File: src/rtl/stage_id_pkg.sv
// stage_id_pkg: shared control layout, instruction modes and decode helpers for the ID stage
package stage_id_pkg;
  localparam int CTRL_W = 9;
  localparam int CTRL_S = 0;
  localparam int CTRL_BR = 1;
  localparam int CTRL_WB = 2;
  localparam int CTRL_MW = 3;
  localparam int CTRL_MR = 4;
  localparam int CTRL_ALU = 5;
  localparam int PC_REG_DEF = 15;
  typedef enum logic [1:0] {
    MODE_DP  = 2'b00,
    MODE_MEM = 2'b01,
    MODE_BR  = 2'b10
  } mode_e;
  typedef struct packed {
    logic [3:0] alu_cmd;
    logic       mem_read;
    logic       mem_write;
    logic       wb_en;
    logic       branch;
    logic       s;
  } ctrl_t;
  function automatic logic cond_check(input logic [3:0] cond, input logic [3:0] nzcv);
    logic n, z, c, v;
    {n, z, c, v} = nzcv;
    case (cond)
      4'h0: return z;
      4'h1: return ~z;
      4'h2: return c;
      4'h3: return ~c;
      4'h4: return n;
      4'h5: return ~n;
      4'h6: return v;
      4'h7: return ~v;
      4'h8: return c & ~z;
      4'h9: return ~c | z;
      4'ha: return n == v;
      4'hb: return n != v;
      4'hc: return ~z & (n == v);
      4'hd: return z | (n != v);
      4'he: return 1'b1;
      default: return 1'b0;
    endcase
  endfunction
  function automatic ctrl_t control_unit(input logic [1:0] mode, input logic [3:0] op, input logic s);
    ctrl_t c;
    c = '0;
    case (mode_e'(mode))
      MODE_DP: begin
        c.s = s;
        case (op)
          4'b1101: {c.alu_cmd, c.wb_en} = 5'b0001_1;
          4'b1111: {c.alu_cmd, c.wb_en} = 5'b1001_1;
          4'b0100: {c.alu_cmd, c.wb_en} = 5'b0010_1;
          4'b0101: {c.alu_cmd, c.wb_en} = 5'b0011_1;
          4'b0010: {c.alu_cmd, c.wb_en} = 5'b0100_1;
          4'b0110: {c.alu_cmd, c.wb_en} = 5'b0101_1;
          4'b0000: {c.alu_cmd, c.wb_en} = 5'b0110_1;
          4'b1100: {c.alu_cmd, c.wb_en} = 5'b0111_1;
          4'b0001: {c.alu_cmd, c.wb_en} = 5'b1000_1;
          4'b1010: {c.alu_cmd, c.wb_en} = 5'b0100_0;
          4'b1000: {c.alu_cmd, c.wb_en} = 5'b0110_0;
          default: {c.alu_cmd, c.wb_en} = 5'b0000_0;
        endcase
      end
      MODE_MEM: begin
        c.alu_cmd = 4'b0010;
        c.mem_read = s;
        c.mem_write = ~s;
        c.wb_en = s;
      end
      MODE_BR: c.branch = 1'b1;
      default: c = '0;
    endcase
    return c;
  endfunction
endpackage

File: src/rtl/reg_scoreboard.sv
// reg_scoreboard: per-register count of in-flight writes with issue, write-back and flush-undo ports
module reg_scoreboard
  import stage_id_pkg::*;
#(
  parameter int NREGS = 16,
  parameter int SB_CNT_W = 2,
  parameter int REG_W = $clog2(NREGS)
) (
  input  logic             clk,
  input  logic             rst,
  input  logic             inc_en,
  input  logic [REG_W-1:0] inc_idx,
  input  logic             dec_en,
  input  logic [REG_W-1:0] dec_idx,
  input  logic             undo_en,
  input  logic [REG_W-1:0] undo_idx,
  output logic [NREGS-1:0] pending,
  output logic [NREGS-1:0] single,
  output logic [NREGS-1:0] sat
);
  logic [SB_CNT_W-1:0] cnt [NREGS];
  logic [SB_CNT_W-1:0] cnt_nx [NREGS];
  logic [SB_CNT_W:0] sum [NREGS];
  logic [1:0] dn [NREGS];
  logic [NREGS-1:0] up, under;
  // net each register's increment against up to two decrements, flooring at zero
  always_comb begin
    for (int r = 0; r < NREGS; r++) begin
      up[r] = inc_en && inc_idx == REG_W'(r);
      dn[r] = 2'(dec_en && dec_idx == REG_W'(r)) + 2'(undo_en && undo_idx == REG_W'(r));
      sum[r] = {1'b0, cnt[r]} + (SB_CNT_W+1)'(up[r]);
      under[r] = sum[r] < (SB_CNT_W+1)'(dn[r]);
      cnt_nx[r] = under[r] ? '0 : SB_CNT_W'(sum[r] - (SB_CNT_W+1)'(dn[r]));
      pending[r] = cnt[r] != '0;
      single[r] = cnt[r] == SB_CNT_W'(1);
      sat[r] = &cnt[r];
    end
  end
  // counter state; a write-back to a register with nothing outstanding is a protocol error
  always_ff @(posedge clk or negedge rst) begin
    if (!rst) begin
      for (int r = 0; r < NREGS; r++) cnt[r] <= '0;
    end else begin
      for (int r = 0; r < NREGS; r++) cnt[r] <= cnt_nx[r];
      a_no_underflow: assert (under == '0);
    end
  end
endmodule

File: src/rtl/stage_id_sb.sv
// stage_id_sb: decode stage with scoreboard hazard stall, write-back bypass and ID/EX handshake register
module stage_id_sb
  import stage_id_pkg::*;
#(
  parameter int DATA_W = 32,
  parameter int NREGS = 16,
  parameter int SB_CNT_W = 2,
  parameter int PC_REG = PC_REG_DEF,
  parameter int REG_W = $clog2(NREGS)
) (
  input  logic              clk,
  input  logic              rst,
  input  logic              in_valid,
  output logic              in_ready,
  input  logic [DATA_W-1:0] pc_in,
  input  logic [31:0]       inst,
  input  logic [3:0]        status,
  input  logic              flush,
  input  logic              wb_wr_en,
  input  logic [REG_W-1:0]  wb_dest,
  input  logic [DATA_W-1:0] wb_value,
  output logic              out_valid,
  input  logic              out_ready,
  output logic [CTRL_W-1:0] ctrl_out,
  output logic [DATA_W-1:0] pc_out,
  output logic [DATA_W-1:0] reg1_out,
  output logic [DATA_W-1:0] reg2_out,
  output logic              imm_out,
  output logic [11:0]       shift_op_out,
  output logic [23:0]       imm24_out,
  output logic [REG_W-1:0]  dest_out,
  output logic [REG_W-1:0]  src1_out,
  output logic [REG_W-1:0]  src2_out,
  output logic              sb_stall
);
  localparam logic [REG_W-1:0] PC_IDX = REG_W'(PC_REG);
  ctrl_t dec, ctrl;
  logic two_src, hazard, fire;
  logic [REG_W-1:0] src1, src2, dest;
  logic [DATA_W-1:0] rd1, rd2;
  logic [DATA_W-1:0] regs [NREGS];
  logic [NREGS-1:0] pending, single, sat, wb_hit, busy;
  assign dec = control_unit(inst[27:26], inst[24:21], inst[20]);
  assign ctrl = cond_check(inst[31:28], status) ? dec : '0;
  assign src1 = REG_W'(inst[19:16]);
  assign dest = REG_W'(inst[15:12]);
  assign src2 = dec.mem_write ? dest : REG_W'(inst[3:0]);
  assign two_src = ~inst[25] | dec.mem_write;
  assign rd1 = (src1 == PC_IDX) ? pc_in : (wb_wr_en && wb_dest == src1) ? wb_value : regs[src1];
  assign rd2 = (src2 == PC_IDX) ? pc_in : (wb_wr_en && wb_dest == src2) ? wb_value : regs[src2];
  assign wb_hit = wb_wr_en ? NREGS'(1) << wb_dest : '0;
  assign busy = pending & ~(single & wb_hit);
  assign hazard = (~dec.branch & busy[src1]) | (two_src & busy[src2]) |
                  (ctrl.wb_en & (dest != PC_IDX) & sat[dest]);
  assign in_ready = (~out_valid | out_ready) & ~hazard & ~flush;
  assign fire = in_valid & in_ready;
  assign sb_stall = in_valid & hazard;
  reg_scoreboard #(.NREGS(NREGS), .SB_CNT_W(SB_CNT_W), .REG_W(REG_W)) u_sb (
    .clk(clk),
    .rst(rst),
    .inc_en(fire & ctrl.wb_en & (dest != PC_IDX)),
    .inc_idx(dest),
    .dec_en(wb_wr_en & (wb_dest != PC_IDX)),
    .dec_idx(wb_dest),
    .undo_en(flush & out_valid & ctrl_out[CTRL_WB] & (dest_out != PC_IDX)),
    .undo_idx(dest_out),
    .pending(pending),
    .single(single),
    .sat(sat)
  );
  // register file; the PC index is read-only
  always_ff @(posedge clk or negedge rst) begin
    if (!rst) begin
      for (int r = 0; r < NREGS; r++) regs[r] <= '0;
    end else if (wb_wr_en && wb_dest != PC_IDX) begin
      regs[wb_dest] <= wb_value;
    end
  end
  // ID/EX register: flush kills, fire loads, consumption empties, otherwise hold
  always_ff @(posedge clk or negedge rst) begin
    if (!rst) begin
      out_valid <= 1'b0;
      ctrl_out <= '0;
      pc_out <= '0;
      reg1_out <= '0;
      reg2_out <= '0;
      imm_out <= 1'b0;
      shift_op_out <= '0;
      imm24_out <= '0;
      dest_out <= '0;
      src1_out <= '0;
      src2_out <= '0;
    end else if (flush) begin
      out_valid <= 1'b0;
    end else if (fire) begin
      out_valid <= 1'b1;
      ctrl_out <= ctrl;
      pc_out <= pc_in;
      reg1_out <= rd1;
      reg2_out <= rd2;
      imm_out <= inst[25];
      shift_op_out <= inst[11:0];
      imm24_out <= inst[23:0];
      dest_out <= dest;
      src1_out <= src1;
      src2_out <= src2;
    end else if (out_ready) begin
      out_valid <= 1'b0;
    end
  end
endmodule
File: config.mk
export PLATFORM = sky130hd
export DESIGN_NAME = stage_id_sb
export DESIGN_NICKNAME = d
export VERILOG_FILES = /design/src/rtl/stage_id_pkg.sv /design/src/rtl/reg_scoreboard.sv /design/src/rtl/stage_id_sb.sv
export SDC_FILE = /design/constraint.sdc
export NUM_CORES = 2
export LEC_CHECK = 0
export CAP_MARGIN = 10
export CORE_MARGIN = 3
export CORE_UTILIZATION = 25
export DETAILED_ROUTE_END_ITERATION = 6
export PLACE_DENSITY = 0.39
export SETUP_SLACK_MARGIN = 0.2
export SLEW_MARGIN = 10
export SYNTH_ARGS = -nofsm -noshare
export SYNTH_HDL_FRONTEND = slang
export SYNTH_SLANG_ARGS = --single-unit
File: constraint.sdc
create_clock -name clk -period 4.8 [get_ports clk]
set_input_delay 0.72 -clock clk [delete_from_list [all_inputs] [get_ports clk]]
set_output_delay 0.72 -clock clk [all_outputs]
set_load 0.05 [all_outputs]
==> Flow_metrics.wiki <==
{| class="wikitable"
! Metric !! Value
|-
| Cell internal power dissipation || 14.9 mW
|-
| Global router's overall resource usage || 18.3%
|-
| Fin. max-slew vios || 0
|-
| Comb pwr share || 32.9%
|-
| Setup violation total in the final timing report || 0
|-
| Clock tree from TritonCTS || yes
|-
| Die Footprint || 0.153 mm²
|-
| Placed Area || 0.0426 mm²
|-
| Post-route cell area || 0.0457 mm²
|-
| Cts-stage hold buffer count || 0
|-
| Biggest cell delay along the critical path || 470 ps
|-
| Detail-routed via count per cell || 4.96
|-
| Vias || 26400
|-
| Final worst clock skew || 31.0 ps
|-
| Core occupancy in the finished layout || 31.2%
|-
| Post CTS Setup Buffer Count || 0
|-
| Insertion delay of the later-clocked pin in the worst-skew pair || 700 ps
|-
| Sequential element share of the synthesized area || 45.9%
|-
| Height of the chip || 391 µm
|-
| Result of the run || complete, no violations
|-
| Final-stage net count || 3532
|-
| Final clock period utilization by the worst path || 90.2%
|-
| Cell-by-cell trace of the critical path || clkdlybuf4s50_1 > or3b_1 > buf_4 > buf_12 > mux2i_4 > a211o_1 > a32o_1 > o311ai_2 > buf_4 > and2_1 > buf_12
|-
| Clock sink count || 679
|-
| Number of global-route vias before repair || 28000
|-
| Core Region || 0.146 mm²
|-
| Leftover overflow at the end of global routing || 0
|-
| Clock root buffer master || clkbuf_16
|-
| Count of unique library cells instantiated by Yosys || 68
|-
| Max frequency || 0.231 GHz
|-
| Standard-cell rows || 140
|-
| Arrival time of the worst setup path || 3610 ps
|-
| Worst path setup slack after routing || 471 ps
|-
| Post-cts resize count || 0
|-
| Initial Utilization || 25.3%
|-
| Min cycle time layout || 4330 ps
|-
| Layout area overhead || 23.5%
|-
| HP Class || input port to asynchronous set/reset pin
|-
| Met2 wirelength from detailed routing || 66.9 mm
|-
| Sequential share of power || 36.3%
|-
| Highest Signal Layer || met5
|-
| Worst r2r path cells || 14
|-
| WL/cell || 26.3 µm
|-
| Hold Violations, Final || 0
|-
| Switching component of the power || 8.30 mW
|-
| Number of enable flip-flop cells after synthesis || 0
|-
| Setup crit end kind || output pin
|-
| Power density normalized to cell area || 507 mW/mm²
|-
| Routed length on met1 || 62.5 mm
|-
| Net switching fraction of the power || 35.8%
|-
| Count of fill cells added during filler insertion || 14800
|-
| Maximum level of the CTS H-tree || 3
|-
| Post-synthesis cell area || 0.0370 mm²
|-
| Placer's final routability congestion estimate || 0.783
|-
| Initial antenna violation count || 7
|-
| Drt first pass iters || 6
|-
| Leakage component of the power || 19.3 nW
|-
| Top_reg_cell synth || dfrtp_1
|-
| Max Cap Violations || 0
|-
| Number of top-level pins || 267
|-
| Post-placement setup slack || -102 ps
|-
| Syn. warnings || 0
|-
| Worst relative slew slack || 31.5%
|-
| Number of buffers on the longest clock path || 3
|-
| Startpoint types || input port
|-
| Die span in x || 391 µm
|-
| Clock buffer count from CTS || 91
|-
| Transition time at the pin with the least slew margin || 1030 ps
|-
| Share of layout cells above drive strength 1 || 29.0%
|-
| Clock power frac || 30.8%
|-
| Synthesized area per cell || 12.0 µm²
|-
| Post-synthesis instance total || 3099
|-
| First-pass GRT wire length || 204 mm
|-
| CP required || 4080 ps
|-
| Count of buffers from port buffering || 266
|-
| Highest net fanout along the worst path || 8
|-
| Cell at the slowest stage of the critical path || clkdlybuf4s50_1
|-
| DRC viols || 0
|-
| RSZ-0062 raised after global routing || no
|-
| Pin count of the biggest net entering global routing || 101
|-
| Clock-pin slew reported for the worst setup and hold paths after clock tree synthesis || 50 ps
|-
| Highest ir drop seen on vdd || 0.321 mV
|-
| Total wire length || 140 mm
|-
| Share of async-settable or async-resettable flops after synthesis || 100%
|-
| Met3 WL post-DR || 6.15 mm
|-
| Count of routing violations after the opening detailed-route iteration || 1773
|-
| Crit path kind || input port to output pin
|-
| Count of state elements after synthesis || 679
|-
| Detailed placer's ending HPWL || 84.6 mm
|-
| Antenna-violating nets left || 0
|}
==> routing by layer <==
metal  vias to the layer above  global-route usage [%]
li1                      11700                       -
met1                     13800                    24.4
met2                       658                    30.0
met3                       219                    2.95
met4                         4                    6.33
met5                         -                       0
==> cell usage in the layout, fill, tap and decap left out, types with 10 or more instances in the layout <==
| master | instances |
|---|---|
| clkinv_2 | 15 |
| inv_1 | 43 |
| bufinv_16 | 12 |
| clkbuf_1 | 24 |
| mux4_2 | 214 |
| mux2_2 | 403 |
| mux2_1 | 90 |
| xnor2_1 | 21 |
| and2_1 | 19 |
| a31oi_1 | 40 |
| nor2_1 | 95 |
| mux2i_1 | 97 |
| a22oi_1 | 14 |
| fa_1 | 16 |
| nand2b_1 | 19 |
| nand3_1 | 14 |
| clkdlybuf4s50_1 | 259 |
| buf_4 | 152 |
| nand2_1 | 472 |
| dfrtp_1 | 679 |
| ha_1 | 68 |
| a222oi_1 | 22 |
| a21oi_1 | 152 |
| nor3_1 | 20 |
| clkbuf_8 | 10 |
| or3_1 | 33 |
| clkbuf_16 | 93 |
| buf_12 | 27 |
| o21ai_0 | 108 |
| nor4b_1 | 10 |
==> power groups by stage <==
stage          Combinational, mW  Sequential [mW]  Clock [mW]
6_report                    7.63             8.42        7.14
5_1_grt                     8.13             8.65        7.61
4_1_cts                     7.74             8.42        7.42
3_5_place_dp                7.72             8.51           0
3_3_place_gp                7.69             8.51           0
2_1_floorplan               3.36             10.0           0
==> area by class of cell <==
type / count / area (µm²) / area share, %
clock inverter: 37 / 533 / 1.17
sequential: 679 / 17000 / 37.2
timing repair buffer: 442 / 4320 / 9.45
antenna: 3 / 7.51 / 0.0164
multi-input combinational: 2074 / 18700 / 41.0
clock buffer: 127 / 2550 / 5.59
inverter: 50 / 188 / 0.410
tap: 1917 / 2400 / 5.25
==> through the flow <==
step           instances  TNS (ps)  hold slack, ps  power (mW)
6_report            5329         0            66.4        23.2
5_1_grt             5328         0            88.4        24.4
4_1_cts             5326         0            35.9        23.6
3_5_place_dp        5162      -353             380        16.2
3_3_place_gp        5162         0             376        16.2
2_1_floorplan       3100         0             424        13.4
==> kinds of logic (layout without fill, tap and decap cells) <==
group,after synthesis,after routing,synth area share (%)
other cells,2,6,0.0203
compound gates,399,399,6.48
fa+ha+maj,84,84,3.16
xor+xnor,26,26,0.615
flops,679,679,45.9
simple gates,750,750,8.99
buf+inv,347,656,4.01
mux,812,812,30.8
==> critical path, delay by kind of cell <==
family,cells,cell delay [ps]
AND/OR/NAND/NOR,2,610
multiplexers,1,210
buffers and inverters,5,1180
AO/OA/AOI/OAI,3,880
==> registers in the layout (all words and copies together) (netlist names) <==
name and flops:
imm_out 1, u_sb.cnt 32, out_valid 1, pc_out 32, reg2_out 32, reg1_out 32
ctrl_out 9, shift_op_out 11, regs 512, src2_out 4, imm24_out 13
==> synthesized netlist by cell type (3+ instances only) <==
cell type	count	area, µm²
nor4b_1	10	87.6
nor4b_2	7	105
mux2_2	404	4550
nor2_1	102	383
nand4_1	4	25.0
a221oi_1	6	52.6
nor3b_1	9	67.6
buf_4	21	158
a2111oi_0	3	26.3
nand2b_1	20	125
and2_1	19	119
or2_2	7	43.8
buf_1	40	150
xor2_1	5	43.8
fa_1	16	320
o31ai_1	3	22.5
nor3_1	20	100
inv_1	47	176
mux2_1	91	1020
o22ai_1	6	37.5
a21oi_1	152	761
o21ai_0	108	541
xnor2_1	21	184
a22oi_1	14	105
clkbuf_1	204	766
a31oi_1	40	250
a211oi_1	9	67.6
dfrtp_1	679	17000
nor4_1	6	37.5
mux2i_1	103	1030
nand3_1	15	75.1
a222oi_1	22	220
nand2_1	477	1790
clkinv_1	3	11.3
nor2b_1	8	50.1
ha_1	68	851
buf_6	10	113
nand3b_1	6	45.0
mux4_2	214	4820
a211o_1	8	70.1
buf_2	21	105
or3_1	34	213
a21boi_0	3	22.5
==> path summary, 6_finish.rpt <==
kind / endpoint / slack [ps] / start
max in group asynchronous: pc_out[16] / 3530 / rst
min: pc_out[2] / 70 / rst
max reg2reg: u_sb.cnt[30] / 1100 / u_sb.cnt[9]
max: sb_stall / 470 / inst[26]
min reg2reg: regs[4] / 390 / regs[4]
min in group clk: regs[4] / 390 / regs[4]
Power figures use the tool's default switching activity.
